### src/rtl/uart_pkg.sv
// Shared definitions for the UART bit-timing generator.
//   uart_state_e  : frame FSM encoding (ST_IDLE, ST_RUN)
//   FRAME_BITS_W  : width of the bits-per-frame and bit-index fields
//   baud_div()    : reset divisor for a clock/baud/oversample triple; the
//                   fraction is returned left-aligned in 32 bits so callers
//                   keep the top FRAC_W bits.
package uart_pkg;

  typedef enum logic [0:0] {
    ST_IDLE = 1'b0,
    ST_RUN  = 1'b1
  } uart_state_e;

  localparam int unsigned FRAME_BITS_W = 4;

  typedef struct packed {
    logic [31:0] div_int;   // whole clk cycles per oversample tick
    logic [31:0] div_frac;  // remainder as a 0.32 binary fraction
  } baud_div_t;

  function automatic baud_div_t baud_div(input longint unsigned clk_freq,
                                         input longint unsigned baud,
                                         input longint unsigned os);
    longint unsigned den;
    longint unsigned rem;
    baud_div_t       res;
    den          = baud * os;
    res.div_int  = 32'(clk_freq / den);
    rem          = clk_freq % den;
    res.div_frac = 32'((rem << 32) / den);
    return res;
  endfunction

endpackage

### src/rtl/uart_frac_div.sv
// Oversample tick divider with optional fractional accumulator.
// Build option: UART_BAUD_FRAC_EN adds the accumulator; without it the
// fraction input is ignored and every tick period equals the clamped div_int.
// Ports:
//   clk, rst_n  clock, synchronous active-low reset
//   en          count while high (frame running)
//   clr         restart counter and accumulator (frame start)
//   div_int     integer clk cycles per tick (values below 2 act as 2)
//   div_frac    fractional part, units of 1/2^FRAC_W clk
//   tick        one-cycle pulse on the last cycle of each tick period
module uart_frac_div #(
  parameter int unsigned DIV_W  = 16,
  parameter int unsigned FRAC_W = 4
) (
  input  logic              clk,
  input  logic              rst_n,
  input  logic              en,
  input  logic              clr,
  input  logic [DIV_W-1:0]  div_int,
  input  logic [FRAC_W-1:0] div_frac,
  output logic              tick
);

  logic [DIV_W-1:0] div_cnt_q;
  logic [DIV_W-1:0] div_eff;
  logic [DIV_W:0]   period;

  assign div_eff = (div_int < DIV_W'(2)) ? DIV_W'(2) : div_int;

`ifdef UART_BAUD_FRAC_EN
  logic [FRAC_W-1:0] acc_q;
  logic              carry_q;
  logic [FRAC_W:0]   acc_sum;

  assign acc_sum = {1'b0, acc_q} + {1'b0, div_frac};
  // Overflow at the previous tick stretches the current period by one clk.
  assign period  = {1'b0, div_eff} + {{DIV_W{1'b0}}, carry_q};

  always_ff @(posedge clk) begin
    if (!rst_n || clr) begin
      acc_q   <= '0;
      carry_q <= 1'b0;
    end else if (tick) begin
      acc_q   <= acc_sum[FRAC_W-1:0];
      carry_q <= acc_sum[FRAC_W];
    end
  end
`else
  logic unused_frac;
  assign unused_frac = ^div_frac;
  assign period      = {1'b0, div_eff};
`endif

  assign tick = en && ({1'b0, div_cnt_q} == period - (DIV_W + 1)'(1));

  always_ff @(posedge clk) begin
    if (!rst_n || clr) begin
      div_cnt_q <= '0;
    end else if (en) begin
      div_cnt_q <= tick ? '0 : div_cnt_q + DIV_W'(1);
    end
  end

endmodule

### src/rtl/uart_baud_gen.sv
// Runtime-programmable UART bit-timing generator: oversample ticks plus
// per-bit start and mid-bit strobes for one frame of 1..MAX_BITS bits.
// Build option: UART_BAUD_FRAC_EN enables the fractional divider.
// Ports:
//   clk, rst_n                 clock, synchronous active-low reset
//   cfg_div_int, cfg_div_frac  divisor; latched on cfg_load (deferred to the
//   cfg_load                   end of the frame while busy)
//   frame_bits, start          start a frame of frame_bits bits (idle only)
//   abort                      end the current frame without frame_done
//   busy                       frame in progress
//   tick_os                    oversample tick pulse
//   bit_start, bit_mid         first cycle of a bit / mid-bit sample pulse
//   bit_idx                    current bit index, held after the frame
//   frame_done                 normal frame completion pulse
module uart_baud_gen
  import uart_pkg::*;
#(
  parameter int unsigned CLK_FREQ     = 200_000_000,
  parameter int unsigned DEFAULT_BAUD = 9600,
  parameter int unsigned OVERSAMPLE   = 16,
  parameter int unsigned DIV_W        = 16,
  parameter int unsigned FRAC_W       = 4,
  parameter int unsigned MAX_BITS     = 12
) (
  input  logic                    clk,
  input  logic                    rst_n,
  input  logic [DIV_W-1:0]        cfg_div_int,
  input  logic [FRAC_W-1:0]       cfg_div_frac,
  input  logic                    cfg_load,
  input  logic [FRAME_BITS_W-1:0] frame_bits,
  input  logic                    start,
  input  logic                    abort,
  output logic                    busy,
  output logic                    tick_os,
  output logic                    bit_start,
  output logic                    bit_mid,
  output logic [FRAME_BITS_W-1:0] bit_idx,
  output logic                    frame_done
);

  localparam int unsigned OS_W = $clog2(OVERSAMPLE);
  localparam baud_div_t RST_DIV = baud_div(64'(CLK_FREQ), 64'(DEFAULT_BAUD), 64'(OVERSAMPLE));
  localparam logic [DIV_W-1:0]  RST_INT  = RST_DIV.div_int[DIV_W-1:0];
  localparam logic [FRAC_W-1:0] RST_FRAC = RST_DIV.div_frac[31 -: FRAC_W];

  uart_state_e             state_q;
  logic [DIV_W-1:0]        div_int_q, pend_int_q;
  logic [FRAC_W-1:0]       div_frac_q, pend_frac_q;
  logic                    pend_q;
  logic [OS_W-1:0]         os_cnt_q;
  logic [FRAME_BITS_W-1:0] bit_idx_q, nbits_q;
  logic                    bit_start_q, frame_done_q;
  logic                    tick, start_ok, launch, bit_end, frame_end;

  assign start_ok  = start && !abort && (frame_bits != '0) && (32'(frame_bits) <= MAX_BITS);
  assign launch    = (state_q == ST_IDLE) && start_ok;
  assign bit_end   = tick && (os_cnt_q == OS_W'(OVERSAMPLE - 1));
  assign frame_end = bit_end && (bit_idx_q == nbits_q - FRAME_BITS_W'(1));

  uart_frac_div #(
    .DIV_W  (DIV_W),
    .FRAC_W (FRAC_W)
  ) u_frac_div (
    .clk      (clk),
    .rst_n    (rst_n),
    .en       (state_q == ST_RUN),
    .clr      (launch),
    .div_int  (div_int_q),
    .div_frac (div_frac_q),
    .tick     (tick)
  );

  always_ff @(posedge clk) begin
    if (!rst_n || launch) begin
      os_cnt_q <= '0;
    end else if (tick) begin
      os_cnt_q <= bit_end ? '0 : os_cnt_q + OS_W'(1);
    end
  end

  always_ff @(posedge clk) begin
    if (!rst_n) begin
      state_q      <= ST_IDLE;
      div_int_q    <= RST_INT;
      div_frac_q   <= RST_FRAC;
      pend_q       <= 1'b0;
      pend_int_q   <= '0;
      pend_frac_q  <= '0;
      bit_idx_q    <= '0;
      nbits_q      <= '0;
      bit_start_q  <= 1'b0;
      frame_done_q <= 1'b0;
    end else begin
      bit_start_q  <= 1'b0;
      frame_done_q <= 1'b0;
      case (state_q)
        ST_IDLE: begin
          if (cfg_load) begin
            div_int_q  <= cfg_div_int;
            div_frac_q <= cfg_div_frac;
          end
          if (start_ok) begin
            state_q     <= ST_RUN;
            nbits_q     <= frame_bits;
            bit_idx_q   <= '0;
            bit_start_q <= 1'b1;
          end
        end
        ST_RUN: begin
          if (cfg_load) begin
            pend_q      <= 1'b1;
            pend_int_q  <= cfg_div_int;
            pend_frac_q <= cfg_div_frac;
          end
          if (abort || frame_end) begin
            state_q      <= ST_IDLE;
            frame_done_q <= !abort;
            // Staged divisor lands as the frame closes; a same-cycle load is newest.
            if (cfg_load) begin
              div_int_q  <= cfg_div_int;
              div_frac_q <= cfg_div_frac;
            end else if (pend_q) begin
              div_int_q  <= pend_int_q;
              div_frac_q <= pend_frac_q;
            end
            pend_q <= 1'b0;
          end else if (bit_end) begin
            bit_idx_q   <= bit_idx_q + FRAME_BITS_W'(1);
            bit_start_q <= 1'b1;
          end
        end
        default: state_q <= ST_IDLE;
      endcase
    end
  end

  assign busy       = (state_q == ST_RUN);
  assign tick_os    = tick;
  assign bit_mid    = tick && (os_cnt_q == OS_W'(OVERSAMPLE / 2 - 1));
  assign bit_start  = bit_start_q;
  assign bit_idx    = bit_idx_q;
  assign frame_done = frame_done_q;

endmodule

### config.mk
export PLATFORM = sky130hd
export DESIGN_NAME = uart_baud_gen
export DESIGN_NICKNAME = d
export VERILOG_FILES = /design/src/rtl/uart_pkg.sv /design/src/rtl/uart_frac_div.sv /design/src/rtl/uart_baud_gen.sv
export SDC_FILE = /design/constraint.sdc
export NUM_CORES = 1
export LEC_CHECK = 0
export CAP_MARGIN = 20
export CELL_PAD_IN_SITES_DETAIL_PLACEMENT = 1
export CELL_PAD_IN_SITES_GLOBAL_PLACEMENT = 2
export CORE_MARGIN = 2
export CORE_UTILIZATION = 37
export DETAILED_ROUTE_END_ITERATION = 12
export MAX_ROUTING_LAYER = met4
export PLACE_DENSITY_LB_ADDON = 0.1
export SLEW_MARGIN = 20
export SYNTH_ARGS = -nofsm -noshare
export SYNTH_HDL_FRONTEND = slang
export SYNTH_SLANG_ARGS = --single-unit
export TNS_END_PERCENT = 50
### constraint.sdc
create_clock -name clk -period 8.3 [get_ports clk]
set_clock_uncertainty 0.15 [all_clocks]
set_input_delay 1.66 -clock clk [delete_from_list [all_inputs] [get_ports clk]]
set_output_delay 1.66 -clock clk [all_outputs]
set_load 0.03 [all_outputs]
==> impl_metrics.json, run 1 <==
{
  "detailed_routing_iterations_pass_1": 4,
  "synth.net_count": 473,
  "drt.antenna.violating_nets": 0,
  "syn_area_per_cell_um2": 8.33,
  "hold_buffers": 0,
  "cts_sinks": 64,
  "final_hold_viol_count": 0,
  "clk_path_buf_depth": 2,
  "synthTopCellsByArea": "sky130_fd_sc_hd__dfxtp_1, sky130_fd_sc_hd__nand2_1, sky130_fd_sc_hd__mux2i_1, sky130_fd_sc_hd__xnor2_1, sky130_fd_sc_hd__a21boi_0",
  "combinationalPowerShare_pct": 11.5,
  "die-area_um2": 10700,
  "groute.layer.met2.usage_pct": 26.7,
  "core-area_um2": 9680,
  "whs_path_depth": 2,
  "global_route.usage.met3_pct": 4.10,
  "postLayoutCoreUtil_pct": 44.0,
  "cts_root_buffer": "sky130_fd_sc_hd__clkbuf_8",
  "vias": 3058,
  "critPathTopFamily": "simple AND/OR/NAND/NOR gates",
  "pwr-share-clk_pct": 40.9,
  "netlist_area_um2": 3650,
  "synth-warning-count": 0,
  "drt_iter0_drc": 62,
  "synthFlopType": "sky130_fd_sc_hd__dfxtp_1",
  "critical-path-max-stage-delay_ps": 690,
  "path_type_of_the_worst_min_delay_path": "reg2reg",
  "finalSetupViolations": 0,
  "cp_data_required_time_ps": 6490,
  "io_buffers": 33,
  "drive_above_1_share_pct": 7.73,
  "post-route-min-period_ps": 6340,
  "critical_path_peak_fanout": 18,
  "fill_cells": 1176,
  "crit_path_start": "div_int_q[8]$_SDFFE_PN1P_",
  "clk_pin_slew_worst_paths_ps": 80,
  "max_cap_violations": 0,
  "power_density_nw_per_um2": 163,
  "grt_start_max_net_pins": 60,
  "grtUsageTotal_pct": 18.3,
  "syn_inst": 439,
  "final_nets": 496,
  "reg_to_reg_start": "div_int_q[8]$_SDFFE_PN1P_",
  "yosysUniqueCellTypes": 47,
  "dieHeight_um": 103,
  "finalWeightedCongestion": 0.754,
  "critical_path.startpoint_type": "register",
  "antenna_violations_before_repair": 0,
  "drt_wl_total_mm": 8.85,
  "worst_slew_pin_slew_ps": 885,
  "first_global_vias": 2971,
  "run_status": "completed",
  "number_of_enable_type_register_cells_in_the_synthesized_netlist": 0,
  "ys_seq_area_share_pct": 35.1,
  "drc": 0,
  "worst_hold_startpoint": "pend_int_q[11]$_SDFFE_PN0P_",
  "die-width_um": 103,
  "setup.worst_path.end_class": "output pin",
  "fp-row-count": 36,
  "grt_pass1_wl_mm": 14.7,
  "io_pins": 38,
  "avgViaCountPerCell": 5.11,
  "grt_use_met1_pct": 25.0,
  "critical_path_cell_count": 13,
  "area.growth.synth_to_final_pct": 16.5,
  "cts-resized-gates": 0,
  "cts_setup_buffers": 0,
  "cp_common_cell": "sky130_fd_sc_hd__nand4_1",
  "critical_path_buf_inv_count": 2,
  "largest_vdd_supply_drop_mv": 0.0684,
  "critical_path.cell_chain": "nor4_4 -> nand4_1 -> nand2_1 -> ha_1 -> nor3b_2 -> nand4_1 -> xnor2_1 -> nand4_1 -> a21oi_1 -> nand4_1 -> buf_4 -> nor3_1 -> clkdlybuf4s50_1",
  "total_switching_power_w": 0.000177,
  "overflow": 0,
  "tritoncts": "yes",
  "worstSetupPathType": "reg2out",
  "grt-busiest-layer": "met2",
  "fmaxAchievable_mhz": 158,
  "cellInternalPower_w": 0.000518,
  "critPathArrivalTime_ps": 4530,
  "post_detail_place_hpwl_mm": 6.33,
  "leakage_nw": 1.59,
  "clkLatencyLatePin_ps": 350,
  "synth.ff_latch_count": 64,
  "initial_core_util_pct": 37.7,
  "synth_common_cells": "sky130_fd_sc_hd__nand2_1, sky130_fd_sc_hd__dfxtp_1, sky130_fd_sc_hd__nor2_1, sky130_fd_sc_hd__mux2i_1, sky130_fd_sc_hd__xnor2_1",
  "asyncSetResetFlopFracSynth_pct": 0,
  "swShare_pct": 25.5,
  "timing_max_transition_violations_final": 0,
  "synth_top_area_share_pct": 35.1,
  "tritoncts.num_buffers": 9,
  "cts.htree.levels": 3,
  "worst_slew_margin_rel_pct": 41.0,
  "final_min_period_over_clock_period_pct": 76.3,
  "routed_wire_per_std_cell_um": 14.8,
  "timing.reg2reg.worst_path_depth": 12,
  "synth.most_common_cell": "sky130_fd_sc_hd__nand2_1",
  "timing.setup.tns_ps": 0,
  "crit_slowest_cell": "sky130_fd_sc_hd__clkdlybuf4s50_1",
  "yosys_top_cell_by_area": "sky130_fd_sc_hd__dfxtp_1",
  "power.sequential.fraction_pct": 47.6,
  "antennaDiodeCount": 0,
  "rsz0062_at_grt": "no"
}
[worst register-to-register path, stage by stage (launching register included)]
cell	delay (ps)
sky130_fd_sc_hd__dfxtp_1	390
sky130_fd_sc_hd__nor4_4	510
sky130_fd_sc_hd__nand4_1	370
sky130_fd_sc_hd__nand2_1	170
sky130_fd_sc_hd__ha_1	230
sky130_fd_sc_hd__nor3b_2	490
sky130_fd_sc_hd__nand4_1	190
sky130_fd_sc_hd__xnor2_1	220
sky130_fd_sc_hd__nand4_1	210
sky130_fd_sc_hd__nor4_4	410
sky130_fd_sc_hd__nand4_1	260
sky130_fd_sc_hd__a21o_1	510
sky130_fd_sc_hd__mux2_1	430
[power by group through the flow]
stage	Clock, W	Sequential [W]	Combinational (W)
after floorplan	0	0.000332	0.0000585
after CTS	0.000294	0.000331	0.0000810
after detailed placement	0	0.000338	0.0000803
after global routing	0.000309	0.000333	0.0000888
final	0.000285	0.000331	0.0000799
after global placement	0	0.000338	0.0000789
[path summary, 6_finish.rpt]
kind | slack (ps) | end
worst max-delay path | 1960 | bit_mid
worst min-delay path | 310 | pend_int_q[11]$_SDFFE_PN0P_
worst max register to register | 3630 | div_int_q[4]$_SDFFE_PN1P_
worst min register to register | 310 | pend_int_q[11]$_SDFFE_PN0P_
[metrics by stage]
step,total power [W],hold WS (ps),instance area [um2],worst slack [ps],std cells
after floorplan,0.000391,291,3650,3030,439
after global placement,0.000417,297,4050,2390,584
after detailed placement,0.000419,308,4050,2330,584
after CTS,0.000707,318,4260,1920,599
after global routing,0.000731,341,4260,1510,599
final,0.000696,315,4260,1960,599
[state kept, by name, summed over array words and instances, names as in the netlist]
register	count
pend_int_q	16
bit_start	1
u_frac_div.div_cnt_q	16
div_int_q	16
nbits_q	4
bit_idx	4
pend_q	1
os_cnt_q	4
busy	1
frame_done	1
[final cells by class]
cell class | count | area, um2 | share of cell area, %
Tap cell | 133 | 166 | 3.91
Clock buffer | 13 | 169 | 3.97
Inverter | 12 | 45.0 | 1.06
Timing Repair Buffer | 36 | 348 | 8.17
Sequential cell | 64 | 1280 | 30.1
Multi-Input combinational cell | 339 | 2210 | 51.9
Clock inverter | 2 | 37.5 | 0.881
[routing by layer]
metal	vias up	wire length [um]
met4	0	121
met5	-	0
met3	11	258
met2	36	3890
met1	1448	4580
li1	1563	-
[kinds of logic after synthesis]
family,Yosys count,synth area share (%)
and+or+nand+nor,192,26.9
AOI/OAI and AO/OA,68,12.3
DFF,64,35.1
muxes,39,11.2
buffers and inverters,36,4.42
xor gates and xnor gates,35,8.39
adders and majority gates,5,1.71
[placed cells by master, fill, tap and decap left out, types with 4 or more instances in the layout]
master                            count
sky130_fd_sc_hd__clkdlybuf4s50_1     32
sky130_fd_sc_hd__clkbuf_8            12
sky130_fd_sc_hd__mux2_2              11
sky130_fd_sc_hd__nand3_1             13
sky130_fd_sc_hd__nor3_1               9
sky130_fd_sc_hd__a21oi_1             17
sky130_fd_sc_hd__and3_1               9
sky130_fd_sc_hd__xor2_1              13
sky130_fd_sc_hd__a21boi_0            18
sky130_fd_sc_hd__xnor2_1             22
sky130_fd_sc_hd__nor2b_1              4
sky130_fd_sc_hd__nand4_1              8
sky130_fd_sc_hd__nor2_1              32
sky130_fd_sc_hd__dfxtp_1             64
sky130_fd_sc_hd__nand2b_1             9
sky130_fd_sc_hd__inv_1               12
sky130_fd_sc_hd__o21ai_0             11
sky130_fd_sc_hd__or4_1                4
sky130_fd_sc_hd__or3_1                6
sky130_fd_sc_hd__ha_1                 5
sky130_fd_sc_hd__nor4_1               4
sky130_fd_sc_hd__nand2_1             77
sky130_fd_sc_hd__mux2i_1             23
sky130_fd_sc_hd__mux2_1               5
No activity file was read; power rests on OpenSTA's default activity.
==> run 2, diff against run 1 <==
--- a/config.mk
+++ b/config.mk
@@ -9,7 +9,7 @@
 export CELL_PAD_IN_SITES_DETAIL_PLACEMENT = 1
 export CELL_PAD_IN_SITES_GLOBAL_PLACEMENT = 2
 export CORE_MARGIN = 2
-export CORE_UTILIZATION = 37
+export CORE_UTILIZATION = 31
 export DETAILED_ROUTE_END_ITERATION = 12
 export MAX_ROUTING_LAYER = met4
 export PLACE_DENSITY_LB_ADDON = 0.1
==> constraint.sdc (replaced) <==
create_clock -name clk -period 5.2 [get_ports clk]
set_clock_uncertainty 0.15 [all_clocks]
set_input_delay 1.04 -clock clk [delete_from_list [all_inputs] [get_ports clk]]
set_output_delay 1.04 -clock clk [all_outputs]
set_load 0.03 [all_outputs]
==> run 2 against run 1 <==
Combinational power rose by 64%. Worst setup slack lost 1700 ps. Utilization is 5.3 points lower. Sequential cell count unchanged. Non-clock buffer count up 6. Hold slack worse by 3.3 ps. First-iteration DRC count increased by 81%. Critical path type unchanged.
==> impl_metrics.json, run 2 (synthesized netlist as in run 1, its figures left out) <==
{
  "run_status": "completed",
  "drt_iter0_drc": 112,
  "whs_path_depth": 2,
  "die-width_um": 113,
  "io_pins": 38,
  "critPathArrivalTime_ps": 3780,
  "avgViaCountPerCell": 5.03,
  "core-area_um2": 11500,
  "global_route.usage.met3_pct": 4.86,
  "antennaDiodeCount": 0,
  "fill_cells": 1345,
  "area.growth.synth_to_final_pct": 21.4,
  "critical_path_peak_fanout": 9,
  "post-route-min-period_ps": 4970,
  "combinationalPowerShare_pct": 9.8,
  "worst_hold_startpoint": "pend_int_q[9]$_SDFFE_PN0P_",
  "worst_slew_margin_rel_pct": 41.6,
  "drt_wl_total_mm": 9.55,
  "total_switching_power_w": 0.000324,
  "antenna_violations_before_repair": 0,
  "stdcell_count": 616,
  "groute.layer.met2.usage_pct": 24.5,
  "path_type_of_the_worst_min_delay_path": "reg2reg",
  "power.sequential.fraction_pct": 39.9,
  "dpl_cell_area_um2": 4090,
  "power_density_nw_per_um2": 299,
  "drt.antenna.violating_nets": 0,
  "cts_root_buffer": "sky130_fd_sc_hd__clkbuf_16",
  "place_ws_ps": 440,
  "grtUsageTotal_pct": 16.5,
  "pwr-share-clk_pct": 50.2,
  "cellInternalPower_w": 0.00100,
  "finalWeightedCongestion": 0.762,
  "post_detail_place_hpwl_mm": 6.73,
  "drive_above_1_share_pct": 9.51,
  "grt_use_met1_pct": 21.5,
  "fmaxAchievable_mhz": 201,
  "postLayoutCoreUtil_pct": 38.7,
  "placed_cells": 597,
  "cts.htree.levels": 3,
  "timing.reg2reg.setup_slack_ps": 870,
  "final_hold_viol_count": 0,
  "rsz0062_at_grt": "no",
  "detailed_routing_iterations_pass_1": 4,
  "timing_max_transition_violations_final": 0,
  "fp-row-count": 39,
  "critical_path.startpoint_type": "register",
  "worstSetupPathType": "reg2out",
  "routed_wire_per_std_cell_um": 15.5,
  "tritoncts.num_buffers": 9,
  "cp_data_required_time_ps": 4010,
  "clkLatencyLatePin_ps": 340,
  "vias": 3098,
  "tritoncts": "yes",
  "first_global_vias": 3145,
  "cts_sinks": 64,
  "clk_path_buf_depth": 2,
  "swShare_pct": 24.4,
  "setup.worst_path.end_class": "output pin",
  "die-area_um2": 12700,
  "r2r_end": "div_int_q[8]$_SDFFE_PN1P_",
  "grt_start_max_net_pins": 59,
  "layout_top_registers": "div_int_q x16, pend_int_q x16, u_frac_div.div_cnt_q x16",
  "timing.reg2reg.worst_path_depth": 14,
  "worstHoldEndpoint": "pend_int_q[9]$_SDFFE_PN0P_",
  "setup_ws_ps": 228,
  "dieHeight_um": 113,
  "grt-busiest-layer": "met2",
  "max_cap_violations": 0,
  "reg_to_reg_start": "div_int_q[9]$_SDFFE_PN0P_",
  "grt_pass1_wl_mm": 15.9,
  "worst_slew_pin_slew_ps": 876,
  "largest_vdd_supply_drop_mv": 0.241,
  "hold_buffers": 0,
  "overflow": 0,
  "clk_pin_slew_worst_paths_ps": 50,
  "layout.cell_area.non_filler_um2": 4440,
  "commonest_cells_after_routing_fill_and_taps_aside": "sky130_fd_sc_hd__nand2_1, sky130_fd_sc_hd__dfxtp_1, sky130_fd_sc_hd__nor2_1",
  "final_nets": 502,
  "initial_core_util_pct": 31.9,
  "final_min_period_over_clock_period_pct": 95.6,
  "drc": 0,
  "io_buffers": 33,
  "finalSetupViolations": 0,
  "leakage_nw": 1.67,
  "timing.setup.tns_ps": 0,
  "mostFrequentLayoutCell": "sky130_fd_sc_hd__nand2_1"
}
run 2: changes by cell type in the layout (fill, tap and decap cells not counted), sizes merged:
cell           change
clkdlybuf4s50      -1
buf                +7
clkbuf             -2
clkinv             +1
bufinv             +1
clkinvlp           +1
run 2: power by group through the flow:
stage	registers, W	clock network [W]	logic, W
3_5_place_dp	0.000541	0	0.000130
2_1_floorplan	0.000531	0	0.0000934
4_1_cts	0.000530	0.000690	0.000131
3_3_place_gp	0.000540	0	0.000128
5_1_grt	0.000533	0.000708	0.000146
6_report	0.000530	0.000666	0.000131
run 2: area by class of cell:
type | count | area, um2 | area share [%]
multi-input cells | 339 | 2220 | 50.0
flip-flops and latches | 64 | 1280 | 28.9
repair buffers | 42 | 390 | 8.80
clock buffers | 11 | 243 | 5.47
well taps | 143 | 179 | 4.03
clock inverters | 5 | 80.1 | 1.81
inverters | 12 | 45.0 | 1.02
run 2: routing by layer:
layer / vias up / share of wire [%]
met2: 29 / 45
met4: 0 / 1.3
met3: 12 / 2.8
met1: 1475 / 50
met5: - / 0
li1: 1582 / -
run 2: what timing repair did:
item,4_1_cts,5_1_grt
resized for setup,0,1
endpoints found under the hold margin,0,0
setup endpoints to repair,0,1
setup buffers,0,3
run 2: critical path, cell delays in order, from the launching register on:
cell and delay, ps:
sky130_fd_sc_hd__dfxtp_1 390, sky130_fd_sc_hd__nor4_4 410, sky130_fd_sc_hd__and4_1 340, sky130_fd_sc_hd__nor2_1 70, sky130_fd_sc_hd__ha_1 230, sky130_fd_sc_hd__nor3b_2 170
sky130_fd_sc_hd__buf_4 170, sky130_fd_sc_hd__and3_1 190, sky130_fd_sc_hd__a211o_1 280, sky130_fd_sc_hd__a31oi_1 290, sky130_fd_sc_hd__nor2_1 90, sky130_fd_sc_hd__nand4_1 150
sky130_fd_sc_hd__inv_1 60, sky130_fd_sc_hd__clkdlybuf4s50_1 600
run 2: worst max-delay path by stage:
stage	start	end	slack (ps)	cells past startpoint
after floorplan	div_int_q[5]$_SDFFE_PN0P_	bit_mid	550	13
after global placement	div_int_q[5]$_SDFFE_PN0P_	tick_os	550	13
after detailed placement	div_int_q[5]$_SDFFE_PN0P_	tick_os	440	13
after CTS	div_int_q[5]$_SDFFE_PN0P_	tick_os	40	13
after global routing	div_int_q[3]$_SDFFE_PN0P_	tick_os	40	13
final	div_int_q[9]$_SDFFE_PN0P_	tick_os	230	13
run 2: metrics by stage:
stage	power, W	hold WS (ps)
final	0.00133	311
after global routing	0.00139	341
after CTS	0.00135	317
after detailed placement	0.000671	309
after global placement	0.000668	298
after floorplan	0.000624	291
